--- src/rtl/sdram_cmd_seq_pkg.sv ---
// Shared definitions for the SDRAM command sequencer: state codes, command codes,
// strobe encodings and datapath widths.
package sdram_cmd_seq_pkg;

    localparam int unsigned CMD_W = 4;
    localparam int unsigned CNT_W = 8;
    localparam int unsigned SEG_W = 7;
    localparam int unsigned CS_W  = 2;

    typedef enum logic [2:0] {
        ST_IDLE       = 3'd0,
        ST_WAIT_INIT  = 3'd1,
        ST_WAIT_READY = 3'd2,
        ST_ISSUE      = 3'd3,
        ST_WAIT_ACK   = 3'd4,
        ST_WAIT_DONE  = 3'd5,
        ST_DONE       = 3'd6,
        ST_ERROR      = 3'd7
    } state_e;

    localparam logic [CMD_W-1:0] CMD_READ_CODE  = 4'd8;
    localparam logic [CMD_W-1:0] CMD_WRITE_CODE = 4'd9;

    localparam logic [CS_W-1:0] CS_STROBE = 2'b01;
    localparam logic [CS_W-1:0] CS_IDLE   = 2'b00;

endpackage

--- src/rtl/seg7_dec.sv ---
// Hex digit to 7-segment decoder; segments ordered {g,f,e,d,c,b,a}, active-low.
module seg7_dec
    import sdram_cmd_seq_pkg::*;
(
    input  logic [3:0]       val_i,
    output logic [SEG_W-1:0] seg_o
);

    logic [SEG_W-1:0] seg_on;

    // Active-high pattern first, inverted once at the output.
    always_comb begin
        seg_on = 7'h00;
        case (val_i)
            4'h0: seg_on = 7'h3F;
            4'h1: seg_on = 7'h06;
            4'h2: seg_on = 7'h5B;
            4'h3: seg_on = 7'h4F;
            4'h4: seg_on = 7'h66;
            4'h5: seg_on = 7'h6D;
            4'h6: seg_on = 7'h7D;
            4'h7: seg_on = 7'h07;
            4'h8: seg_on = 7'h7F;
            4'h9: seg_on = 7'h6F;
            4'hA: seg_on = 7'h77;
            4'hB: seg_on = 7'h7C;
            4'hC: seg_on = 7'h39;
            4'hD: seg_on = 7'h5E;
            4'hE: seg_on = 7'h79;
            4'hF: seg_on = 7'h71;
            default: seg_on = 7'h00;
        endcase
    end

    assign seg_o = ~seg_on;

endmodule

--- src/rtl/sdram_cmd_seq.sv ---
// Issues NUM_CMDS alternating write/read commands to an SDRAM controller per go edge,
// with a per-state handshake timeout and 7-segment status readout.
module sdram_cmd_seq
    import sdram_cmd_seq_pkg::*;
#(
    parameter int unsigned      NUM_CMDS  = 8,
    parameter int unsigned      TIMEOUT   = 200,
    parameter logic [CMD_W-1:0] CMD_READ  = CMD_READ_CODE,
    parameter logic [CMD_W-1:0] CMD_WRITE = CMD_WRITE_CODE
) (
    input  logic             clk,
    input  logic             switch,
    input  logic             go,
    input  logic             init_comp,
    input  logic             reply,
    output logic [CMD_W-1:0] cmd,
    output logic [CS_W-1:0]  cmd_sent,
    output logic             busy,
    output logic             done,
    output logic             err,
    output logic [SEG_W-1:0] hex1,
    output logic [SEG_W-1:0] hex2
);

    localparam logic [CNT_W-1:0] LAST_STEP = CNT_W'(NUM_CMDS - 1);
    localparam logic [CNT_W-1:0] TMO_LIMIT = CNT_W'(TIMEOUT - 1);

    state_e           state_q, state_d;
    logic             go_q;
    logic             arm_q, arm_d;
    logic [CNT_W-1:0] step_q, step_d;
    logic [CNT_W-1:0] count_q, count_d;
    logic [CNT_W-1:0] tmo_q, tmo_d;
    logic [CMD_W-1:0] cmd_q, cmd_d;
    logic [CS_W-1:0]  cmd_sent_q, cmd_sent_d;
    logic             busy_q, busy_d;
    logic             done_q, done_d;
    logic             err_q, err_d;
    logic             tmo_hit;
    logic             go_rise;

    assign tmo_hit = (tmo_q == TMO_LIMIT);
    // arm_q blocks a go level held through reset from counting as a fresh edge.
    assign go_rise = go && !go_q && arm_q;

    always_comb begin
        state_d = state_q;
        arm_d   = arm_q | ~go;
        step_d  = step_q;
        count_d = count_q;
        tmo_d   = tmo_q + CNT_W'(1);

        case (state_q)
            ST_IDLE: begin
                if (go_rise) begin
                    state_d = ST_WAIT_INIT;
                    step_d  = '0;
                    count_d = '0;
                end
            end
            ST_WAIT_INIT: begin
                if (!go) begin
                    state_d = ST_IDLE;
                end else if (init_comp) begin
                    state_d = ST_WAIT_READY;
                    tmo_d   = '0;
                end
            end
            ST_WAIT_READY: begin
                if (!init_comp)   state_d = ST_ERROR;
                else if (!go)     state_d = ST_IDLE;
                else if (reply)   state_d = ST_ISSUE;
                else if (tmo_hit) state_d = ST_ERROR;
            end
            ST_ISSUE: begin
                state_d = ST_WAIT_ACK;
                tmo_d   = '0;
            end
            ST_WAIT_ACK: begin
                if (!init_comp) begin
                    state_d = ST_ERROR;
                end else if (!reply) begin
                    state_d = ST_WAIT_DONE;
                    tmo_d   = '0;
                end else if (tmo_hit) begin
                    state_d = ST_ERROR;
                end
            end
            ST_WAIT_DONE: begin
                if (!init_comp) begin
                    state_d = ST_ERROR;
                end else if (reply) begin
                    count_d = count_q + CNT_W'(1);
                    step_d  = step_q + CNT_W'(1);
                    // A dropped go lets the in-flight command finish but never reports done.
                    if (!go) begin
                        state_d = ST_IDLE;
                    end else if (step_q == LAST_STEP) begin
                        state_d = ST_DONE;
                    end else begin
                        state_d = ST_WAIT_READY;
                        tmo_d   = '0;
                    end
                end else if (tmo_hit) begin
                    state_d = ST_ERROR;
                end
            end
            ST_DONE, ST_ERROR: begin
                if (!go) state_d = ST_IDLE;
            end
            default: state_d = ST_IDLE;
        endcase

        cmd_d      = cmd_q;
        cmd_sent_d = CS_IDLE;
        if (state_d == ST_ISSUE) begin
            cmd_d      = step_q[0] ? CMD_READ : CMD_WRITE;
            cmd_sent_d = CS_STROBE;
        end
        busy_d = (state_d != ST_IDLE) && (state_d != ST_DONE) && (state_d != ST_ERROR);
        done_d = (state_d == ST_DONE);
        err_d  = (state_d == ST_ERROR);
    end

    always_ff @(posedge clk or negedge switch) begin
        if (!switch) begin
            state_q    <= ST_IDLE;
            go_q       <= 1'b0;
            arm_q      <= 1'b0;
            step_q     <= '0;
            count_q    <= '0;
            tmo_q      <= '0;
            cmd_q      <= '0;
            cmd_sent_q <= CS_IDLE;
            busy_q     <= 1'b0;
            done_q     <= 1'b0;
            err_q      <= 1'b0;
        end else begin
            state_q    <= state_d;
            go_q       <= go;
            arm_q      <= arm_d;
            step_q     <= step_d;
            count_q    <= count_d;
            tmo_q      <= tmo_d;
            cmd_q      <= cmd_d;
            cmd_sent_q <= cmd_sent_d;
            busy_q     <= busy_d;
            done_q     <= done_d;
            err_q      <= err_d;
        end
    end

    assign cmd      = cmd_q;
    assign cmd_sent = cmd_sent_q;
    assign busy     = busy_q;
    assign done     = done_q;
    assign err      = err_q;

    seg7_dec u_hex1 (
        .val_i (count_q[3:0]),
        .seg_o (hex1)
    );

    seg7_dec u_hex2 (
        .val_i ({1'b0, state_q}),
        .seg_o (hex2)
    );

endmodule

--- config.mk ---
export PLATFORM = sky130hd
export DESIGN_NAME = sdram_cmd_seq
export DESIGN_NICKNAME = d
export VERILOG_FILES = /design/src/rtl/sdram_cmd_seq_pkg.sv /design/src/rtl/seg7_dec.sv /design/src/rtl/sdram_cmd_seq.sv
export SDC_FILE = /design/constraint.sdc
export NUM_CORES = 1
export LEC_CHECK = 0
export ABC_CLOCK_PERIOD_IN_PS = 3350
export CAP_MARGIN = 20
export CORE_UTILIZATION = 54
export DETAILED_ROUTE_END_ITERATION = 8
export GPL_ROUTABILITY_DRIVEN = 1
export PLACE_DENSITY = 0.76
export SLEW_MARGIN = 20
export SYNTH_ARGS = -nofsm -noshare
export SYNTH_HDL_FRONTEND = slang
export SYNTH_SLANG_ARGS = --single-unit
--- constraint.sdc ---
create_clock -name clk -period 3.35 [get_ports clk]
set_clock_uncertainty 0.2 [all_clocks]
set_input_delay 0.8375 -clock clk [delete_from_list [all_inputs] [get_ports clk]]
set_output_delay 0.8375 -clock clk [all_outputs]
set_load 0.01 [all_outputs]
* Word level (Yosys, flattened, before mapping) *
Memory sizes are Yosys's and may differ from the RTL's.
Index checks and enable logic that the tools add are counted.

word-level totals
  register bits after elaboration = 38
  bits in read-only memories = 224
  memories kept = 2
  word-level logic and storage cells = 80
  output and inout bits = 23
  bits of input ports = 5

memories
  memory           depth  width  rd ports  clocked after memory_dff  write ports  RTL line        RTL
  (no name shown)  16     7      1         0                         0            seg7_dec.sv:14  case (val_i)
  (no name shown)  16     7      1         0                         0            seg7_dec.sv:14

cells by class
  equal/unequal tests = 17
  bitwise gates (word level) = 4
  muxes and demuxes = 33
  reductions and logical operators = 10
  add/subtract/negate cells = 3

operator list
  operator                                                               number
  8-bit two-way mux                                                      13
  3-bit two-way mux                                                      14
  8-bit case mux with 2 select lines                                     2
  8-bit case mux with 4 select lines                                     1
  8-bit by 1-bit adder with 8-bit output, second input constant          3
  3-bit case mux with 7 select lines                                     1
  3-bit equality test, second input constant                             6
  7-bit NOT                                                              2
  3-bit by 2-bit equality test with 1-bit output, second input constant  3
  8-bit by 3-bit equality test with 1-bit output, second input constant  1
  8-bit equality test, second input constant                             1
  2-bit != test, second input constant                                   3
  3-bit != test, second input constant                                   2
  1-bit logical AND                                                      4
  4-bit AND reduction                                                    1
  3-bit by 1-bit equality test with 1-bit output, second input constant  1
  3-bit zero test                                                        1
  3-bit nonzero test                                                     1
  1-bit two-way mux                                                      2
  2-bit nonzero test                                                     1
  2-bit OR reduction                                                     1
  1-bit zero test                                                        1
  1-bit NOT                                                              1
  1-bit OR                                                               1

* Longest topological paths before layout *
  word-level depth = 9
  mapped depth = 10
  depth with buffers taken out = 8

* Hierarchy *
From an unflattened synthesis, not the netlist that was laid out.

unflattened totals
  cell total of the unflattened synthesis = 225
  area, all modules = 2180.8 um2

modules (own cells, without submodules)
  module         cells an instance  sequential area each (um2)  area an instance (um2)  times used
  sdram_cmd_seq  163                775.7                       1675.4                  1
  seg7_dec       31                 0.0                         252.7                   2

* Least setup slack after synthesis *
OpenSTA, ideal clock, no wires.

  path type = in2reg
  start = input port reply
  end = register cmd_q[0] (netlist: cmd[0])
  library setup time = 0.079 ns
  data required time = 3.071 ns
  buffers on the path = 1
  data arrival time = 2.208 ns
  cell stages on the path = 7
  setup slack = 0.862 ns
  cell sequence = buf_2 nor2b_1 o2bb2ai_1 and4b_1 o21ai_2 and4bb_1 mux2i_1

on the way
  word-level cells in the longest chain between the ends = 5
  elaborated cells between the ends (all ways) = 9
  classes of those cells = 1 x eq/ne; 8 x mux

ends and longest elaborated chain
  what                                                RTL line              RTL
  start: declaration                                  sdram_cmd_seq.sv:15   input logic reply,
  3-bit two-way mux                                   sdram_cmd_seq.sv:72   else if (reply) state_d = ST_ISSUE;
  3-bit two-way mux                                   sdram_cmd_seq.sv:71   else if (!go) state_d = ST_IDLE;
  3-bit two-way mux                                   sdram_cmd_seq.sv:70   if (!init_comp) state_d = ST_ERROR;
  3-bit case mux with 7 select lines (*)              sdram_cmd_seq.sv:53   case (state_q)
  via state_d[1]                                      sdram_cmd_seq.sv:28   state_e state_q, state_d;
  3-bit by 2-bit equality test with 1-bit output (*)  sdram_cmd_seq.sv:116  if (state_d == ST_ISSUE) begin
  end signal: assignment                              sdram_cmd_seq.sv:145  cmd_q <= cmd_d;
  end: declaration                                    sdram_cmd_seq.sv:34   logic [CMD_W-1:0] cmd_q, cmd_d;

The timed path passes the listed nets; every way through them passes the cells marked *.
A chain may end at the register's enable or synchronous reset.

* Worst setup path after layout *
  start = register state_q[1]
  end = output port hex2[0]

on the way
  word-level cells in the longest chain between the ends = 2

ends and longest elaborated chain
  what                      RTL line              RTL
  start: declaration        sdram_cmd_seq.sv:28
  start signal: assignment  sdram_cmd_seq.sv:139  state_q <= state_d;
  memory read 16 x 7 bit    --
  7-bit NOT                 seg7_dec.sv:35        assign seg_o = ~seg_on;
  end: declaration          sdram_cmd_seq.sv:22   output logic [SEG_W-1:0] hex2

No other way between the ends.

==> flow_metrics.env <==
export IMPL_overflow=0
export IMPL_drv_cap=0
export IMPL_p_clk_share_pct=14.7
export IMPL_dp_hpwl_mm=2.858
export IMPL_cts_tree="yes"
export IMPL_core_um2=3442
export IMPL_critPathMaxStageDelay_ns=0.53
export IMPL_fin_crit_ns=3.219
export IMPL_io_pins=28
export IMPL_synthTopCellsByCount="dfrtp_1 (31), nor2_1 (24), nand2_1 (21), ha_1 (13)"
export IMPL_r2r_start="state_q[1]$_DFF_PN0_"
export IMPL_num_vias=1628
export IMPL_row_count=21
export IMPL_p_int_mw=1.301
export IMPL_tns_ns=0
export IMPL_slew_viol_final=0
export IMPL_yosys_warnings=0
export IMPL_totalWireLength_mm=3.987
export IMPL_synth_cell_types=53
export IMPL_cp_required_ns=2.31
export IMPL_antenna_found_initial=0
export IMPL_hold_end="arm_q$_DFF_PN0_"
export IMPL_placed_cell_area_um2=2255
export IMPL_drive_gt1_share_pct=9.836
export IMPL_rsz0062_at_grt="false"
export IMPL_synth_top_family_by_area="simple AND/OR/NAND/NOR gates"
export IMPL_clock_latency_ns=0.28
export IMPL_p_seq_share_pct=28.1
export IMPL_path_class="reg -> out"
export IMPL_clockBufferDepth=2
export IMPL_fmax_ghz=0.3107
export IMPL_die_area_um2=3948
export IMPL_switchingPower_mw=0.9205
export IMPL_max_slew_margin_pct=56.23
export IMPL_arrival_ns=2.18
export IMPL_drt_iter0_drc=105
export IMPL_die_x_um=62.83
export IMPL_num_antenna_cells=0
export IMPL_synth_compound_area_share_pct=15.40
export IMPL_ys_top_cells_by_area="dfrtp_1 (39%), ha_1 (8.1%), xor2_1 (5.3%)"
export IMPL_critPathMostFrequentCell="nand2_1"
export IMPL_status="complete, no violations"
export IMPL_rr_worst_depth=8
export IMPL_ant_nets=0
export IMPL_powerDensity_nw_per_um2=939.4
export IMPL_yosys_area_share_simple_pct=23.11
export IMPL_area_growth_syn_to_layout_pct=18.35
export IMPL_synth_seq_area_share_pct=38.82
export IMPL_synthCells=220
export IMPL_grt_max_degree=32
export IMPL_yosys_cell_count_top_type="dfrtp_1"
export IMPL_via_per_inst=5.614
export IMPL_ys_async_sr_fraction_pct=100.0
export IMPL_start_util_pct=58.05
export IMPL_peakVddDrop_v=0.0006870
export IMPL_avgSynthCellArea_um2=9.083
export IMPL_syn_cell_area_um2=1998
export IMPL_critical_path_top_delay_family="buffers and inverters"
export IMPL_p_sw_share_pct=41.44
export IMPL_rr_endpoint="cmd[0]$_DFFE_PN0N_"
export IMPL_htree_levels=2
export IMPL_crit_buf_inv=2
export IMPL_root_buffer="clkbuf_8"
export IMPL_cts_hold_buf=0
export IMPL_synth_xor_xnor_area_share_pct=5.698
export IMPL_yosys_register_bits=31
export IMPL_ys_flop_type="dfrtp_1"
export IMPL_cts_sinks=31
export IMPL_total_leakage_power_nw=1.069
export IMPL_grt_pass1_vias=1561
export IMPL_worstMarginPinSlew_ns=0.6474
export IMPL_clkTransAtPathRegs_ns=0.06
export IMPL_fin_area_um2=2365
export IMPL_gp_routability_congestion=0.8694
export IMPL_synthAdderAreaFrac_pct=8.140
export IMPL_yosysTopAreaCellShare_pct=38.82
export IMPL_combPwrFrac_pct=57.2
export IMPL_end_kind="primary output"
export IMPL_routedWlPerCell_um=13.75
export IMPL_synth_edf_count=0
export IMPL_cp_cell_sequence="inv_1 -> ha_1 -> nand2_1 -> nand2_1 -> clkdlybuf4s50_1"
export IMPL_hold_start="arm_q$_DFF_PN0_"
export IMPL_synth_top_area_cell="dfrtp_1"
export IMPL_grt_util_all_layers_pct=23.44
export IMPL_r2r_slack_ns=0.44
export IMPL_io_buffers=24
export IMPL_cp_max_fo=8
export IMPL_crit_path_start_kind="flip-flop"
export IMPL_layout_nets=261
export IMPL_min_path_type="reg -> reg"
export IMPL_dieHeight_um=62.83
export IMPL_setup_viol=0
export IMPL_synthMuxAreaShare_pct=2.630
export IMPL_crit_slowest_cell="clkdlybuf4s50_1"
export IMPL_cts_setup_buffers=0
export IMPL_hold_violations=0
export IMPL_drc_errors=0
export IMPL_period_share_pct=96.08
export IMPL_dr_pass1_iters=4
export IMPL_grt_first_pass_wirelength_mm=7.155
export IMPL_cts_buffers=5
export IMPL_min_path_cells=1
==> worst register-to-register path, delay by kind of cell, from the launching register on <==
| kind | cells | cell delay (ns) |
|---|---|---|
| DFF | 1 | 0.52 |
| and+or+nand+nor | 3 | 0.71 |
| muxes | 1 | 0.19 |
| adders and majority gates | 1 | 0.32 |
| buffers and inverters | 1 | 0.16 |
| AOI/OAI and AO/OA | 2 | 0.74 |
==> per-stage QoR <==
step           setup slack [ns]  cells  power [mW]  util (%)  hold slack (ns)
2_1_floorplan            0.8625    222       1.422         -           0.2348
4_1_cts                 0.03170    290       2.225     68.52           0.2821
3_3_place_gp             0.1853    282       1.882     65.50           0.2639
3_5_place_dp             0.1633    282       1.889     65.50           0.2590
5_1_grt                0.005873    290       2.411     68.70           0.3074
6_report                 0.1314    290       2.221     68.70           0.2844
==> registers in the layout, indices dropped and copies added (netlist names) <==
| register | count |
|---|---|
| go_q | 1 |
| err | 1 |
| count_q | 4 |
| arm_q | 1 |
| state_q | 3 |
| busy | 1 |
| done | 1 |
| cmd | 2 |
| step_q | 8 |
| tmo_q | 8 |
| cmd_sent | 1 |
==> metal layers <==
layer,vias up,wire (µm),global-route usage [%]
met3,11,174,4.927
li1,804,-,-
met4,0,89,11.34
met5,-,0,0
met1,756,1900,31.52
met2,57,1822,35.87
==> cell usage in the layout (no fill, tap or decap), drive strengths merged, types with 3 or more instances in the layout <==
master	count
a21oi	8
and3	5
buf	4
clkbuf	7
clkdlybuf4s50	23
conb	3
dfrtp	31
ha	13
inv	11
mux2i	3
nand2	21
nand3	10
nand4	6
nor2	24
nor2b	4
o21ai	14
o22ai	3
xor2	12
==> cell families after synthesis <==
kind of cell	Yosys count
multiplexers	4
adder cells (fa/ha/maj)	13
AO/OA/AOI/OAI	44
flip-flops	31
other	1
XOR/XNOR	13
AND/OR/NAND/NOR	89
buffers and inverters	25
==> worst max path at each step <==
stage / slack [ns] / cells past startpoint / from / to
6_report: 0.13 / 5 / state_q[1]$_DFF_PN0_ / hex2[0]
2_1_floorplan: 0.86 / 7 / reply / cmd[0]$_DFFE_PN0N_
3_5_place_dp: 0.16 / 7 / reply / cmd[0]$_DFFE_PN0N_
5_1_grt: 0.006 / 5 / state_q[1]$_DFF_PN0_ / hex2[0]
4_1_cts: 0.03 / 6 / count_q[1]$_DFFE_PN0P_ / hex1[0]
3_3_place_gp: 0.19 / 7 / reply / cmd[0]$_DFFE_PN0N_
==> power groups by stage <==
stage	clock [mW]	combinational [mW]	sequential (mW)
final	0.325	1.27	0.624
after global routing	0.351	1.41	0.646
after CTS	0.333	1.27	0.621
after detailed placement	0	1.26	0.625
after global placement	0	1.26	0.626
after floorplan	0	0.850	0.572
==> cell type report <==
cell class / count / area, µm²
Clock buffer: 7 / 96.34
Clock inverter: 1 / 7.507
Fill cell: 290 / 1077
Inverter: 11 / 41.29
Multi-Input combinational cell: 166 / 1112
Sequential cell: 31 / 777.0
Tap cell: 46 / 57.56
Timing Repair Buffer: 28 / 272.8
==> repair_timing <==
item / CTS / global route
resized for setup: 0 / 3
setup endpoints to repair: 0 / 1
endpoints found under the hold margin: 0 / 0
No activity file was read; power rests on OpenSTA's default activity.
